===== config.mk =====
export PLATFORM = sky130hd
export DESIGN_NAME = usf_recovery_stream
export DESIGN_NICKNAME = d
export VERILOG_FILES = /design/src/rtl/usf_pkg.sv /design/src/rtl/usf_channel_state.sv /design/src/rtl/usf_recovery_stream.sv
export SDC_FILE = /design/constraint.sdc
export NUM_CORES = 1
export LEC_CHECK = 0
export BUFFER_PORTS_ARGS = -buffer_cell sky130_fd_sc_hd__buf_2
export CAP_MARGIN = 30
export CORE_MARGIN = 1
export CORE_UTILIZATION = 40
export DETAILED_ROUTE_END_ITERATION = 8
export GPL_ROUTABILITY_DRIVEN = 0
export MAX_ROUTING_LAYER = met4
export PLACE_DENSITY_LB_ADDON = 0.3
export SYNTH_ARGS = -nofsm -noshare
export SYNTH_HDL_FRONTEND = slang
export SYNTH_SLANG_ARGS = --single-unit

===== constraint.sdc =====
create_clock -name clk -period 25.3 [get_ports clk]
set_input_delay 2.53 -clock clk [delete_from_list [all_inputs] [get_ports clk]]
set_output_delay 2.53 -clock clk [all_outputs]
set_load 0.005 [all_outputs]

===== src/rtl/usf_pkg.sv =====
// usf_pkg: shared defaults, sample/channel types and modulo helpers for USF recovery
//   cmod(x, l)    : ((x + 2^l) mod 2^(l+1)) - 2^l, i.e. sign-extension of x[l:0]
//   round2l(x, l) : nearest multiple of 2^(l+1) to x, so x - round2l(x) == cmod(x)
package usf_pkg;
  localparam int DEF_ADC_RES = 12;
  localparam int DEF_OUT_RES = 24;
  localparam int DEF_ORDER = 3;
  localparam int DEF_LAMBDA_LOG2 = 10;
  localparam int DEF_CH = 4;
  localparam int DEF_CH_W = (DEF_CH > 1) ? $clog2(DEF_CH) : 1;
  typedef logic signed [DEF_OUT_RES-1:0] sample_t;
  typedef logic [DEF_CH_W-1:0] ch_t;
  typedef logic signed [63:0] wide_t;
  function automatic wide_t cmod(input wide_t x, input int lam_log2);
    wide_t m;
    wide_t r;
    m = (wide_t'(1) << (lam_log2 + 1)) - wide_t'(1);
    r = x & m;
    return r[lam_log2[5:0]] ? r - m - wide_t'(1) : r;
  endfunction
  function automatic wide_t round2l(input wide_t x, input int lam_log2);
    return x - cmod(x, lam_log2);
  endfunction
endpackage


===== src/rtl/usf_channel_state.sv =====
// usf_channel_state: per-channel h/e/w register file, one read port, one write port
//   i_clr            : zero every entry (wins over a write)
//   i_rd_ch -> o_h/o_e/o_w : read, forwarded from the write port on a same-channel write
//   i_we, i_wr_ch, i_h/i_e/i_w : commit of one channel's history, integrators and warm count
module usf_channel_state #(
  parameter int CH = 4,
  parameter int ORDER = 3,
  parameter int OUT_RES = 24,
  parameter int CH_W = 2,
  parameter int W_W = 2
) (
  input  logic                            clk,
  input  logic                            rst_n,
  input  logic                            i_clr,
  input  logic [CH_W-1:0]                 i_rd_ch,
  output logic [ORDER-1:0][OUT_RES-1:0]   o_h,
  output logic [ORDER-1:0][OUT_RES-1:0]   o_e,
  output logic [W_W-1:0]                  o_w,
  input  logic                            i_we,
  input  logic [CH_W-1:0]                 i_wr_ch,
  input  logic [ORDER-1:0][OUT_RES-1:0]   i_h,
  input  logic [ORDER-1:0][OUT_RES-1:0]   i_e,
  input  logic [W_W-1:0]                  i_w
);
  logic [CH-1:0][ORDER-1:0][OUT_RES-1:0] r_h;
  logic [CH-1:0][ORDER-1:0][OUT_RES-1:0] r_e;
  logic [CH-1:0][W_W-1:0] r_w;
  logic w_fwd;
  always_ff @(posedge clk or negedge rst_n) begin
    if (!rst_n) begin
      r_h <= '0;
      r_e <= '0;
      r_w <= '0;
    end else if (i_clr) begin
      r_h <= '0;
      r_e <= '0;
      r_w <= '0;
    end else if (i_we) begin
      r_h[i_wr_ch] <= i_h;
      r_e[i_wr_ch] <= i_e;
      r_w[i_wr_ch] <= i_w;
    end
  end
  // a write landing this cycle is what the reader must see next cycle
  assign w_fwd = i_we && (i_wr_ch == i_rd_ch);
  assign o_h = w_fwd ? i_h : r_h[i_rd_ch];
  assign o_e = w_fwd ? i_e : r_e[i_rd_ch];
  assign o_w = w_fwd ? i_w : r_w[i_rd_ch];
endmodule


===== src/rtl/usf_recovery_stream.sv =====
// usf_recovery_stream: streaming multi-channel unlimited-sampling recovery engine
//   i_in_valid/o_in_ready/i_in_data/i_in_ch : folded sample input (tags >= CH are dropped)
//   i_bypass : pass the raw sample through untouched; i_flush : zero all channel state
//   o_out_valid/i_out_ready/o_out_data/o_out_ch/o_out_settled : recovered sample output
//   Pipeline S1 (difference + residual) -> S2 (integrate + commit) -> output register.
module usf_recovery_stream import usf_pkg::*; #(
  parameter int ADC_RES = DEF_ADC_RES,
  parameter int OUT_RES = DEF_OUT_RES,
  parameter int ORDER = DEF_ORDER,
  parameter int LAMBDA_LOG2 = DEF_LAMBDA_LOG2,
  parameter int CH = DEF_CH,
  localparam int CH_W = (CH > 1) ? $clog2(CH) : 1
) (
  input  logic               clk,
  input  logic               rst_n,
  input  logic               i_in_valid,
  output logic               o_in_ready,
  input  logic [ADC_RES-1:0] i_in_data,
  input  logic [CH_W-1:0]    i_in_ch,
  input  logic               i_bypass,
  input  logic               i_flush,
  output logic               o_out_valid,
  input  logic               i_out_ready,
  output logic [OUT_RES-1:0] o_out_data,
  output logic [CH_W-1:0]    o_out_ch,
  output logic               o_out_settled
);
  localparam int W_W = $clog2(ORDER + 1);
  logic w_adv, w_keep, w_we, w_set;
  logic [W_W-1:0] w_w, w_w_nx;
  logic [ORDER-1:0][OUT_RES-1:0] w_h, w_e, w_s;
  logic [ORDER:0][OUT_RES-1:0] w_d;
  logic [OUT_RES-1:0] w_res;
  logic r_s1_v, r_s1_byp, r_s1_cm;
  logic [OUT_RES-1:0] r_s1_y;
  logic [CH_W-1:0] r_s1_ch;
  logic r_s2_v, r_s2_byp, r_s2_cm, r_s2_set;
  logic [OUT_RES-1:0] r_s2_y, r_s2_res;
  logic [CH_W-1:0] r_s2_ch;
  logic [ORDER-1:0][OUT_RES-1:0] r_s2_h, r_s2_e;
  logic [W_W-1:0] r_s2_w;
  assign w_adv = !o_out_valid || i_out_ready;
  assign o_in_ready = w_adv && !i_flush;
  // zero-extended compare keeps the range test honest when CH is a power of two
  assign w_keep = i_in_valid && o_in_ready && ({1'b0, i_in_ch} < (CH_W + 1)'(CH));
  // r_*_cm: the beat may still commit state; cleared by a flush it shares the pipe with
  always_ff @(posedge clk or negedge rst_n) begin
    if (!rst_n) begin
      r_s1_v <= 1'b0;
      r_s1_cm <= 1'b0;
      r_s1_byp <= 1'b0;
      r_s1_y <= '0;
      r_s1_ch <= '0;
    end else if (w_adv) begin
      r_s1_v <= w_keep;
      r_s1_cm <= 1'b1;
      if (w_keep) begin
        r_s1_byp <= i_bypass;
        r_s1_y <= {{(OUT_RES - ADC_RES){i_in_data[ADC_RES-1]}}, i_in_data};
        r_s1_ch <= i_in_ch;
      end
    end else if (i_flush) begin
      r_s1_cm <= 1'b0;
    end
  end
  usf_channel_state #(
    .CH(CH), .ORDER(ORDER), .OUT_RES(OUT_RES), .CH_W(CH_W), .W_W(W_W)
  ) u_state (
    .clk(clk), .rst_n(rst_n), .i_clr(i_flush),
    .i_rd_ch(r_s1_ch), .o_h(w_h), .o_e(w_e), .o_w(w_w),
    .i_we(w_we), .i_wr_ch(r_s2_ch), .i_h(r_s2_h), .i_e(w_s), .i_w(r_s2_w)
  );
  always_comb begin
    w_d[0] = r_s1_y;
    for (int k = 1; k <= ORDER; k++) w_d[k] = w_d[k-1] - w_h[k-1];
  end
  // residual cmod(D) - D is minus the nearest multiple of 2*lambda
  assign w_res = OUT_RES'(-round2l(wide_t'(signed'(w_d[ORDER])), LAMBDA_LOG2));
  assign w_set = (w_w == W_W'(ORDER));
  assign w_w_nx = w_set ? w_w : w_w + 1'b1;
  always_ff @(posedge clk or negedge rst_n) begin
    if (!rst_n) begin
      r_s2_v <= 1'b0;
      r_s2_cm <= 1'b0;
      r_s2_byp <= 1'b0;
      r_s2_set <= 1'b0;
      r_s2_y <= '0;
      r_s2_res <= '0;
      r_s2_ch <= '0;
      r_s2_h <= '0;
      r_s2_e <= '0;
      r_s2_w <= '0;
    end else if (w_adv) begin
      r_s2_v <= r_s1_v;
      r_s2_cm <= r_s1_cm && !i_flush;
      if (r_s1_v) begin
        r_s2_byp <= r_s1_byp;
        r_s2_set <= w_set;
        r_s2_y <= r_s1_y;
        r_s2_res <= w_res;
        r_s2_ch <= r_s1_ch;
        r_s2_h <= w_d[ORDER-1:0];
        r_s2_e <= w_e;
        r_s2_w <= w_w_nx;
      end
    end else if (i_flush) begin
      r_s2_cm <= 1'b0;
    end
  end
  always_comb begin
    w_s[ORDER-1] = r_s2_e[ORDER-1] + r_s2_res;
    for (int k = ORDER - 2; k >= 0; k--) w_s[k] = r_s2_e[k] + w_s[k+1];
  end
  assign w_we = w_adv && r_s2_v && !r_s2_byp && r_s2_cm;
  always_ff @(posedge clk or negedge rst_n) begin
    if (!rst_n) begin
      o_out_valid <= 1'b0;
      o_out_data <= '0;
      o_out_ch <= '0;
      o_out_settled <= 1'b0;
    end else if (w_adv) begin
      o_out_valid <= r_s2_v;
      if (r_s2_v) begin
        o_out_data <= r_s2_byp ? r_s2_y : r_s2_y + w_s[0];
        o_out_ch <= r_s2_ch;
        o_out_settled <= r_s2_byp || r_s2_set;
      end
    end
  end
endmodule


==> results of run 1 <==
metrics by stage:
step                std cells  cell area [um2]  util [%]  setup slack, ns
floorplan                4515            40900         -            14.10
global placement         5682            42200      42.0            13.14
detailed placement       5684            42200      42.0            13.01
CTS                      5832            45000      44.7            13.61
global route             5834            45000      44.8            12.62
finish                   5834            45000      44.8            13.51
per-layer routing:
layer	track usage, %	routed length (um)
met4	6.07	2530
met2	35.7	53700
met5	-	0
met1	31.6	52500
met3	2.11	5310
placed cells by master, fill, tap and decap left out, drive strengths merged, types with 9 or more instances in the layout:
master and instances:
nor4 9, or2 9, a21o 56, nand3 24, clkinv 12, o21a 30
clkbuf 123, nand2b 29, nor2 403, or3 9, and2 10, a31oi 45
nand2 1177, o31ai 14, xor2 50, a211oi 37, o21ai 156, mux4 134
and3 17, mux2 29, nor3 28, ha 166, o21bai 21, inv 99
mux2i 59, a21oi 646, nor2b 19, nor3b 12, dfrtp 744, buf 96
xnor2 98, a21boi 13
state kept, by name (all words and copies together), names as in the netlist, 2 cells and up:
signal,count
r_s2_h,60
o_out_data,24
r_s1_ch,2
r_s2_e,72
o_out_ch,2
r_s2_ch,2
u_state.r_w,8
r_s2_w,2
r_s1_y,12
r_s2_res,23
u_state.r_e,288
u_state.r_h,240
synth_stat cells (49+ instances only):
cell type     n
mux2i_1      59
dfrtp_1     744
a21oi_1     645
xor2_1       49
nand2_1    1176
o21ai_0     155
nor2_1      403
a21o_1       56
inv_1        94
mux4_2      134
xnor2_1      96
clkbuf_1    236
ha_1        166
layout make-up:
cell class / instances / area (um2) / share of cell area, %
clock buffer: 123 / 2390 / 5.31
clock inverter: 25 / 355 / 0.789
inverter: 96 / 360 / 0.800
multi-input combinational: 3393 / 20900 / 46.4
sequential: 744 / 18600 / 41.4
tap: 1357 / 1700 / 3.77
timing repair buffer: 96 / 721 / 1.60
cells by family (layout without fill, tap and decap cells):
logic type	count (synthesis)	in the layout
fa+ha+maj	173	173
buf+inv	378	340
flops	744	744
simple gates	1760	1760
mux	222	222
xor+xnor	150	150
compound gates	1088	1088
worst max path at each step:
stage	from	endpoint	slack (ns)	cells after the start
final	i_out_ready	r_s2_res[20]	13.51	45
after global routing	i_out_ready	r_s2_res[20]	12.62	47
after CTS	i_out_ready	r_s2_res[20]	13.61	45
after detailed placement	i_out_ready	r_s2_res[20]	13.01	47
after global placement	i_out_ready	r_s2_res[20]	13.14	47
after floorplan	i_out_ready	r_s2_res[20]	14.10	47
tightest hold or removal path, delay by kind of cell (launching register included):
kind	cells	cell delay, ns
simple gates	2	0.10
flops	1	0.34
==> out/results.txt, run 1 <==
TritonCTS clock tree: done
CTS root buf: clkbuf_16
crit path max fanout: 52
hold depth: 2
core box area: 101,000 um2
final setup TNS: 0 ns
row count: 116
max-slew violations: 0
reg-to-reg startpoint: r_s1_ch[0]
GRT overflow: 0
routed wire length: 114,000 um
I/O pin count: 49
Synth cell types: 80
crit end category: flop
Worst slew margin: 28.1%
CP max stage cell: buf_4
reg-to-reg endpoint: r_s2_res[20]
vias in the first global route: 31,700
Fin. Hold Viols: 0
Peak Freq: 0.0848 GHz
CP max stage delay: 0.73 ns
Worst Setup Path Type: in -> reg
Hold Slack: 0.466 ns
Post-Synth Simple-Gate Area: 17.2%
die extent in y: 322 um
Post-synth EDFFs: 0
first-pass GRT wire length: 182,000 um
clk_lat worst skew: 0.65 ns
Reg2Reg Depth: 43
Adder-Cell Fraction of Synth Area: 5.40%
WP buf/inv: 5
warning count from the yosys run: 0
Worst Setup Start Kind: input port
CTS sink cnt: 744
final-layout fill cell count: 9,600
RSZ-0062 raised after global routing: false
type of the worst min-delay path: reg -> reg
Synth Flop Type: dfrtp_1
cell family with most CP delay: compound AO/OA/AOI/OAI gates
fin nets: 4,605
#FFs+latches synth: 744
Crit path top cell by count: ha_1
Worst EP arrival: 12.36 ns
share of cells above drive strength 1: 9.38%
initial antenna violation count: 1
clk_skew: 0.0311 ns
r2r setup slk: 14.95 ns
Post-CTS Setup Inserts: 0
syn avg cell area: 9.05 um2
DRT antenna net count: 0
cell type with the largest total area after synthesis: dfrtp_1
die width: 322 um
die area: 103,000 um2
Async SR Flop Fraction: 100%
Via density: 5.56
post-synthesis sequential area ratio: 45.6%
Synth Area in XOR/XNOR: 3.37%
top post-synthesis cells by area: dfrtp_1 46%, nand2_1 11%, a21oi_1 7.9%
hold path start: r_s1_byp
Reg clk slew, reported paths: 0.06 ns
Post-Syn Instances: 4,515
Min-Delay Endpoint: r_s2_byp
Antenna Cells: 0
Max-Cap Viols: 0
Critical Path RT: 25.87 ns
minimum clock period: 11.79 ns
Via Count: 32,400
outcome: finished clean
# resized after CTS: 0
main combinational cell family by area after synthesis: simple AND/OR/NAND/NOR gates
largest net degree at the start of global routing: 180
WL/cell: 19.5 um
Synthesized Nets: 4,707
starting density of the core: 40.6%
Iteration-0 DRC Markers: 2,973
clk buf depth: 3
crit share post-route: 46.6%
mux contribution to synthesized area: 9.64%
Post-Syn Area: 40,900 um2
area grow syn2layout: 10.2%
Pre-Repair DR Iteration Count: 5
post-DP HPWL: 69,200 um
Setup violations, final: 0
H-tree depth: 3
Num CTS Buffers: 82
DRC: 0
gr usage total: 22.8%
PortBufs: 48
complex-gate fraction of the synthesized area: 15.2%
worst slew pin tran: 1.08 ns
share of the synthesized area in the top cell type: 45.6%
Post-CTS Hold Buffers: 0
Power of run 1 is left out: the tool's default activity adds up to more than one toggle a clock period on the data nets, which glitch-free logic cannot reach.
==> inputs of run 2 (changes only) <==
--- a/config.mk
+++ b/config.mk
@@ -5,6 +5,7 @@
 export SDC_FILE = /design/constraint.sdc
 export NUM_CORES = 1
 export LEC_CHECK = 0
+export ABC_AREA = 1
 export BUFFER_PORTS_ARGS = -buffer_cell sky130_fd_sc_hd__buf_2
 export CAP_MARGIN = 30
 export CORE_MARGIN = 1
==> constraint.sdc (replaced) <==
create_clock -name clk -period 11.2 [get_ports clk]
set_input_delay 1.12 -clock clk [delete_from_list [all_inputs] [get_ports clk]]
set_output_delay 1.12 -clock clk [all_outputs]
set_load 0.005 [all_outputs]
==> out/results.txt, run 2 <==
top post-synthesis cells by area: dfrtp_1 46%, o21ai_0 9.2%, nand2_1 6.5%
Synthesized Nets: 5,088
Worst Setup Path Type: in -> reg
final instance area: 44,600 um2
WP buf/inv: 6
Async SR Flop Fraction: 100%
Post-CTS Setup Inserts: 0
Fin. Hold Viols: 0
crit path max fanout: 53
CP max stage delay: 0.88 ns
reg-to-reg startpoint: r_s2_byp
Antenna Cells: 0
I/O pin count: 49
hold path start: r_s1_cm
area grow syn2layout: 10.6%
Post-CTS Hold Buffers: 0
outcome: finished clean
Post-synth EDFFs: 0
Reg2Reg Depth: 47
syn avg cell area: 8.24 um2
clk_skew: 0.0526 ns
Setup violations, final: 0
Largest regs: u_state.r_e x288, u_state.r_h x240, r_s2_e x72
crit end category: flop
minimum clock period: 9.11 ns
gr usage total: 24.7%
worst slew pin tran: 1.04 ns
type of the worst min-delay path: reg -> reg
Worst Setup Start Kind: input port
Min-Delay Endpoint: r_s1_cm
final setup TNS: 0 ns
CTS root buf: clkbuf_16
RSZ-0062 raised after global routing: false
DRC: 0
post-synthesis sequential area ratio: 46.1%
Synth cell types: 60
DRT antenna net count: 0
# resized after CTS: 0
CP max stage cell: nor2_2
Crit path top cell by count: nand2_1
largest net degree at the start of global routing: 156
Placed Instances: 5,985
dpl cell area: 41,700 um2
clk buf depth: 3
#FFs+latches synth: 744
Critical Path RT: 11.73 ns
crit share post-route: 81.3%
WL/cell: 20.1 um
Worst slew margin: 30.9%
top post-synthesis cells by count: 744 x dfrtp_1, 740 x o21ai_0, 695 x nand2_1, 537 x inv_1, 513 x nand3_1
Largest Register: u_state.r_e
first-pass GRT wire length: 196,000 um
PortBufs: 48
fin nets: 4,966
starting density of the core: 40.4%
commonest non-fill, non-tap cells in the layout: 742 x dfrtp_1, 740 x o21ai_0, 689 x nand2_1
Worst path depth: 49
Post-Syn Instances: 4,896
Peak Freq: 0.110 GHz
Post-Syn Area: 40,400 um2
Core Util, Final: 44.6%
share of cells above drive strength 1: 7.19%
CTS sink cnt: 744
vias in the first global route: 34,200
reg-to-reg endpoint: r_s2_res[22]
post-DP HPWL: 73,600 um
Num CTS Buffers: 84
H-tree depth: 3
most instantiated library cell after synthesis: dfrtp_1
cell family with most CP delay: simple AND/OR/NAND/NOR gates
cell type with the largest total area after synthesis: dfrtp_1
Iteration-0 DRC Markers: 3,294
Via density: 5.75
routed wire length: 123,000 um
row count: 116
die width: 320 um
Synth Flop Type: dfrtp_1
max FFs per register: 288
Reg clk slew, reported paths: 0.06 ns
initial antenna violation count: 1
die area: 102,000 um2
warning count from the yosys run: 0
TritonCTS clock tree: done
die extent in y: 320 um
hold depth: 2
most common cell after layout, fill and taps aside: dfrtp_1
GRT overflow: 0
max-slew violations: 0
core box area: 100,000 um2
Pre-Repair DR Iteration Count: 6
fin cells: 6,137
Via Count: 35,300
clk_lat worst skew: 0.69 ns
Max-Cap Viols: 0
Worst EP arrival: 9.64 ns
share of the synthesized area in the top cell type: 46.1%
r2r setup slk: 2.20 ns
## run 2: changes by cell type in the layout (fill, tap and decap cells not counted), sizes merged, moves of 41 or more
cell	before	now
o22ai	4	217
mux2i	59	0
a21oi	646	397
a21o	56	10
xnor2	98	33
mux4	134	0
nor2	403	123
nand2	1177	728
xor2	50	91
inv	99	556
o21ai	156	757
nand3	24	530
## run 2: worst max-delay path by stage
stage / to / from / slack, ns
after global placement: r_s2_res[17] / i_out_ready / 1.70
after global routing: r_s2_res[19] / i_out_ready / 1.24
final: r_s2_res[22] / i_out_ready / 2.09
after CTS: r_s2_res[22] / i_out_ready / 2.20
after floorplan: r_s2_res[20] / i_out_ready / 3.10
after detailed placement: r_s2_res[22] / i_out_ready / 1.54
## run 2: per-stage QoR
| stage | hold slack (ns) | setup slack [ns] |
|---|---|---|
| after floorplan | 0.439 | 3.10 |
| after global placement | 0.468 | 1.70 |
| after detailed placement | 0.460 | 1.54 |
| after CTS | 0.482 | 2.20 |
| after global routing | 0.509 | 1.24 |
| final | 0.480 | 2.09 |
## run 2: routing by layer
metal	up-vias	GRT usage, %	wire length (um)
li1	16600	-	-
met1	17300	32.9	55000
met2	1169	39.6	57700
met3	193	2.96	7360
met4	0	7.38	3330
met5	-	-	0
## run 2: worst min-delay path: stages (launching register included)
cell and delay, ns:
dfrtp_1 0.33, nand2_1 0.06, nand2_1 0.06
## run 2: cells by family after synthesis
kind of cell    synth area share (%)
compound gates                  21.5
xor+xnor                        2.71
simple gates                    16.0
buf+inv                         8.09
fa+ha+maj                       5.44
flops                           46.1
mux                            0.112
## run 2: cell type report
type | count | area (um2)
flip-flops and latches | 744 | 18600
repair buffers | 98 | 756
inverters | 554 | 2100
well taps | 1298 | 1620
clock inverters | 30 | 453
clock buffers | 121 | 2480
multi-input cells | 3292 | 18600
fillers | 9897 | 55400
Power of run 2 is left out for the same reason.
